<file path="src/rtl/serial_tx_pkg.sv">
// Shared types and sizing helpers for the serial word transmitter.
package serial_tx_pkg;

  typedef enum logic [0:0] {
    ST_IDLE  = 1'b0,
    ST_SHIFT = 1'b1
  } state_t;

  localparam int unsigned DEF_WIDTH = 8;

  // Counter width for a word of w bits, never narrower than one bit.
  function automatic int unsigned cnt_width(input int unsigned w);
    return (w < 2) ? 1 : $clog2(w);
  endfunction

  localparam int unsigned CNT_W = cnt_width(DEF_WIDTH);

endpackage

</file>
<file path="src/rtl/serial_twos_comp_cell.sv">
// LSB-first two's-complement cell: bits pass until the first 1 has gone by,
// after which every bit is inverted when negation is requested.
module serial_twos_comp_cell (
  input  logic clk,
  input  logic rstn,
  input  logic clear,
  input  logic advance,
  input  logic neg,
  input  logic bit_in,
  output logic bit_out
);

  logic seen_one;
  logic seen_eff;

  // A clear lands on the same cycle as the new word's first bit, so it masks the stale flag.
  always_comb begin
    seen_eff = 1'b0;
    if (clear) begin
      seen_eff = 1'b0;
    end else begin
      seen_eff = seen_one;
    end
    bit_out = bit_in ^ (neg & seen_eff);
  end

  // Remember whether a 1 has already been emitted in the current word.
  always_ff @(posedge clk or negedge rstn) begin
    if (!rstn) begin
      seen_one <= 1'b0;
    end else if (advance) begin
      seen_one <= seen_eff | bit_in;
    end else begin
      seen_one <= seen_one;
    end
  end

endmodule

</file>
<file path="src/rtl/serial_word_tx.sv">
// Parallel-to-serial word transmitter, LSB first, with frame/last qualifiers.
// Optional NEG_TX_EN adds neg_in to transmit the two's complement of the word.
module serial_word_tx
  import serial_tx_pkg::*;
#(
  parameter int unsigned WIDTH = DEF_WIDTH
) (
  input  logic             clk,
  input  logic             rstn,
  input  logic             load_valid,
  output logic             load_ready,
  input  logic [WIDTH-1:0] data_in,
`ifdef NEG_TX_EN
  input  logic             neg_in,
`endif
  output logic             x_out,
  output logic             frame_out,
  output logic             last_out
);

  localparam int unsigned CW = cnt_width(WIDTH);
  localparam logic [CW-1:0] LAST_CNT = CW'(WIDTH - 1);

  state_t           state;
  logic [CW-1:0]    bit_cnt;
  logic [CW-1:0]    next_cnt;
  logic [WIDTH-1:0] shift_reg;
  logic             accept;
  logic             raw_bit;
  logic             tx_bit;

  assign load_ready = (state == ST_IDLE) | ((state == ST_SHIFT) & last_out);
  assign accept     = load_valid & load_ready;

  // Pick the bit that will appear on x_out after the next edge.
  always_comb begin
    next_cnt = bit_cnt + CW'(1);
    raw_bit  = 1'b0;
    if (accept) begin
      raw_bit = data_in[0];
    end else begin
      raw_bit = shift_reg[next_cnt];
    end
  end

`ifdef NEG_TX_EN
  logic neg_reg;
  logic neg_eff;
  logic advance;

  always_comb begin
    neg_eff = 1'b0;
    if (accept) begin
      neg_eff = neg_in;
    end else begin
      neg_eff = neg_reg;
    end
    advance = accept | ((state == ST_SHIFT) & ~last_out);
  end

  // Negate request is captured with the word and held for its whole frame.
  always_ff @(posedge clk or negedge rstn) begin
    if (!rstn) begin
      neg_reg <= 1'b0;
    end else if (accept) begin
      neg_reg <= neg_in;
    end else begin
      neg_reg <= neg_reg;
    end
  end

  serial_twos_comp_cell u_comp (
    .clk     (clk),
    .rstn    (rstn),
    .clear   (accept),
    .advance (advance),
    .neg     (neg_eff),
    .bit_in  (raw_bit),
    .bit_out (tx_bit)
  );
`else
  assign tx_bit = raw_bit;
`endif

  // Transmit FSM with registered serial outputs.
  always_ff @(posedge clk or negedge rstn) begin
    if (!rstn) begin
      state     <= ST_IDLE;
      bit_cnt   <= '0;
      shift_reg <= '0;
      x_out     <= 1'b0;
      frame_out <= 1'b0;
      last_out  <= 1'b0;
    end else if (accept) begin
      // A new word may start straight out of idle or back-to-back after the last bit.
      state     <= ST_SHIFT;
      bit_cnt   <= '0;
      shift_reg <= data_in;
      x_out     <= tx_bit;
      frame_out <= 1'b1;
      last_out  <= 1'b0;
    end else begin
      case (state)
        ST_SHIFT: begin
          if (!last_out) begin
            state     <= ST_SHIFT;
            bit_cnt   <= next_cnt;
            shift_reg <= shift_reg;
            x_out     <= tx_bit;
            frame_out <= 1'b1;
            last_out  <= (next_cnt == LAST_CNT);
          end else begin
            state     <= ST_IDLE;
            bit_cnt   <= '0;
            shift_reg <= shift_reg;
            x_out     <= 1'b0;
            frame_out <= 1'b0;
            last_out  <= 1'b0;
          end
        end
        default: begin
          state     <= ST_IDLE;
          bit_cnt   <= '0;
          shift_reg <= shift_reg;
          x_out     <= 1'b0;
          frame_out <= 1'b0;
          last_out  <= 1'b0;
        end
      endcase
    end
  end

endmodule

</file>
<file path="config.mk">
export PLATFORM = sky130hd
export DESIGN_NAME = serial_word_tx
export DESIGN_NICKNAME = d
export VERILOG_FILES = /design/src/rtl/serial_tx_pkg.sv /design/src/rtl/serial_twos_comp_cell.sv /design/src/rtl/serial_word_tx.sv
export SDC_FILE = /design/constraint.sdc
export NUM_CORES = 1
export LEC_CHECK = 0
export CAP_MARGIN = 40
export CORE_MARGIN = 2
export CORE_UTILIZATION = 45
export CTS_BUF_LIST = sky130_fd_sc_hd__clkbuf_4 sky130_fd_sc_hd__clkbuf_8
export DETAILED_ROUTE_END_ITERATION = 10
export GPL_TIMING_DRIVEN = 0
export MAX_ROUTING_LAYER = met4
export PLACE_DENSITY = 0.78
export SYNTH_ARGS = -nofsm -noshare
export SYNTH_HDL_FRONTEND = slang
export SYNTH_SLANG_ARGS = --single-unit
export TNS_END_PERCENT = 5
</file>
<file path="constraint.sdc">
create_clock -name clk -period 3.85 [get_ports clk]
set_input_delay 0.5775 -clock clk [delete_from_list [all_inputs] [get_ports clk]]
set_output_delay 0.5775 -clock clk [all_outputs]
set_load 0.01 [all_outputs]
</file>
==> summary.txt <==
initial antenna violation count: 0
# hold bufs at CTS: 0
Crit path required time: 3270 ps
Post-Synthesis Cells: 42
arrival time worst endpoint: 1500 ps
H-tree Lvls: 1
setup_tns: 0 ps
clk buf depth: 2
layout cells sized above 1: 0.254
gr usage total: 0.151
final cell count without fillers: 74
routed vias/inst: 5.24
GRT busiest layer: met1
Worst R2R End: x_out
Layout Nets: 74
clock latency at the later pin of the worst-skew pair: 270 ps
DIE AREA: 1660 µm²
# DRC: 0
post-synth cell types: 19
Slew headroom: 0.593
Sink Count: 14
Detail Placement HPWL: 671 µm
post-synthesis cell area: 607 µm²
Synth Register Bits: 14
sequential-to-total area share from yosys stat: 0.577
fillcell total: 118
slowest cell delay on critical path: 560 ps
Peak VDD IR: 0.000442 V
Die Wd: 40.7 µm
WS Path Type: register to output port
setup violators final: 0
Worst-Margin Slew: 608 ps
maximum achievable frequency: 481 MHz
Mapped Nets: 55
Crit. Startpoint: last_out
Worst R2R Path Depth: 5
CP max-delay cell: clkdlybuf4s50_1
Layout area overhead: 29.9%
initial DRC count: 5
Num CTS Buffers: 3
footprint of the multi-input gates: 248 µm²
placer congestion estimate: 0.724
HP Class: register to register
final count of pins violating max slew: 0
final hold slack: 489 ps
grt met3 use: 0.0652
DR vias: 388
LEAKAGE: 0.345 nW
met1 Track Usage GR: 0.196
largest net degree at the start of global routing: 15
Initial Utilization: 0.472
Final Critical Period: 2080 ps
clk slew on worst S/H paths: 80 ps
Yosys Warn Count: 0
first-pass GRT wire length: 1480 µm
Mapped Avg Cell Area: 14.4 µm²
Worst setup EP type: output port
Hold Crit Depth: 1
die extent in y: 40.7 µm
post-CTS setup buffer count: 0
r2r setup slk: 2280 ps
row cnt: 13
IO Pins: 15
CTS tree: built
post-synth top area share: 0.577
number of flip-flops under the largest register name: 8
met2 GRT Util: 0.187
Post-DRT Antenna Nets: 0
Cell Chain, Critical Path: nand2b_1 -> buf_2 -> clkdlybuf4s50_1
cell accounting for the most synthesized area: dfrtp_1
PostCTS Resize Cnt: 0
crit start category: register
final hold vios: 0
Synth area leaders: dfrtp_1 58%, mux2_2 17%, ha_1 4.1%
Setup WS post-layout: 1770 ps
Hold Path End: bit_cnt[1]
Routed WL: 867 µm
Hold Startpoint: last_out
vias in the first global route: 349
placed cells: 71
outcome: finished clean
Buffers on Ports: 14
skew final: 5.64 ps
max cap viols: 0
dpl ws: 2070 ps
Storage cell area: 350 µm²
gr ovfl total: 0
drt pass-1 iters: 4
RR Startpoint: bit_cnt[0]
Root Driver: clkbuf_4
Pwr per Cell Area: 828 nW/µm²
routed len/inst: 11.7 µm
Util after Layout: 0.613
diode count: 0
CP Max Fanout: 9
RSZ-0062 raised after global routing: no
period utilization: 0.540
Placeable Area: 1280 µm²
-- area by class of cell --
class	count	area share
Tap cell	15	0.0238
Clock buffer	3	0.0286
Buffer	1	0.00635
Sequential cell	14	0.444
Timing Repair Buffer	14	0.178
Multi-Input combinational cell	26	0.314
Inverter	1	0.00476
-- cells in the mapped netlist, drive strengths merged --
cell     count
ha           2
nand2        1
and2         1
mux4         1
a311oi       1
nor3b        1
nand2b       2
xor2         1
inv          1
a31oi        1
a2bb2oi      1
mux2         9
nor2b        1
nor2         1
nand3        1
mux2i        1
dfrtp       14
buf          1
or3b         1
-- worst max-delay path, delay by kind of cell (launching register included) --
family	cells	cell delay, ps
flip-flops	1	370
buffers and inverters	2	750
AND/OR/NAND/NOR	1	100
-- layer usage --
| metal | wire, µm | share of wire |
|---|---|---|
| met1 | 398 | 0.46 |
| met4 | 18 | 0.021 |
| met2 | 394 | 0.45 |
| met3 | 55 | 0.063 |
| met5 | 0 | 0 |
-- power breakdown --
group	internal, W	switching (W)	leakage (nW)
clock network	0.0000362	0.0000408	0.0138
registers	0.000223	0.0000422	0.167
logic	0.000189	0.000121	0.165
-- how the worst max path moves through the flow --
stage / cells after the start / endpoint
after CTS: 3 / load_ready
after detailed placement: 3 / load_ready
after global routing: 3 / load_ready
after global placement: 3 / load_ready
after floorplan: 5 / x_out
final: 3 / load_ready
-- placed cells by master, fill, tap and decap left out --
| cell | count |
|---|---|
| inv_1 | 1 |
| buf_2 | 1 |
| a31oi_1 | 1 |
| mux2_2 | 9 |
| ha_1 | 2 |
| nand3_1 | 1 |
| mux2i_1 | 1 |
| dfrtp_1 | 14 |
| nand2b_1 | 2 |
| nor3b_1 | 1 |
| and2_1 | 1 |
| nand2_2 | 1 |
| clkbuf_4 | 3 |
| a311oi_1 | 1 |
| or3b_1 | 1 |
| mux4_2 | 1 |
| clkdlybuf4s50_1 | 14 |
| a2bb2oi_1 | 1 |
| nor2b_1 | 1 |
| xor2_1 | 1 |
| nor2_1 | 1 |
-- cell families (layout without fill, tap and decap cells) --
group | after synthesis | in the layout | share of synthesized area
compound gates | 3 | 3 | 0.0392
xor+xnor | 1 | 1 | 0.0144
fa+ha+maj | 2 | 2 | 0.0412
buf+inv | 2 | 19 | 0.0144
flops | 14 | 14 | 0.577
mux | 11 | 11 | 0.221
simple gates | 9 | 9 | 0.0928
-- stage by stage --
stage / power, W / instance area (µm²)
detailed placement: 0.000585 / 766
floorplan: 0.000487 / 607
CTS: 0.000665 / 788
global route: 0.000707 / 788
global placement: 0.000579 / 766
finish: 0.000652 / 788
(Power assumes the default switching activity.)
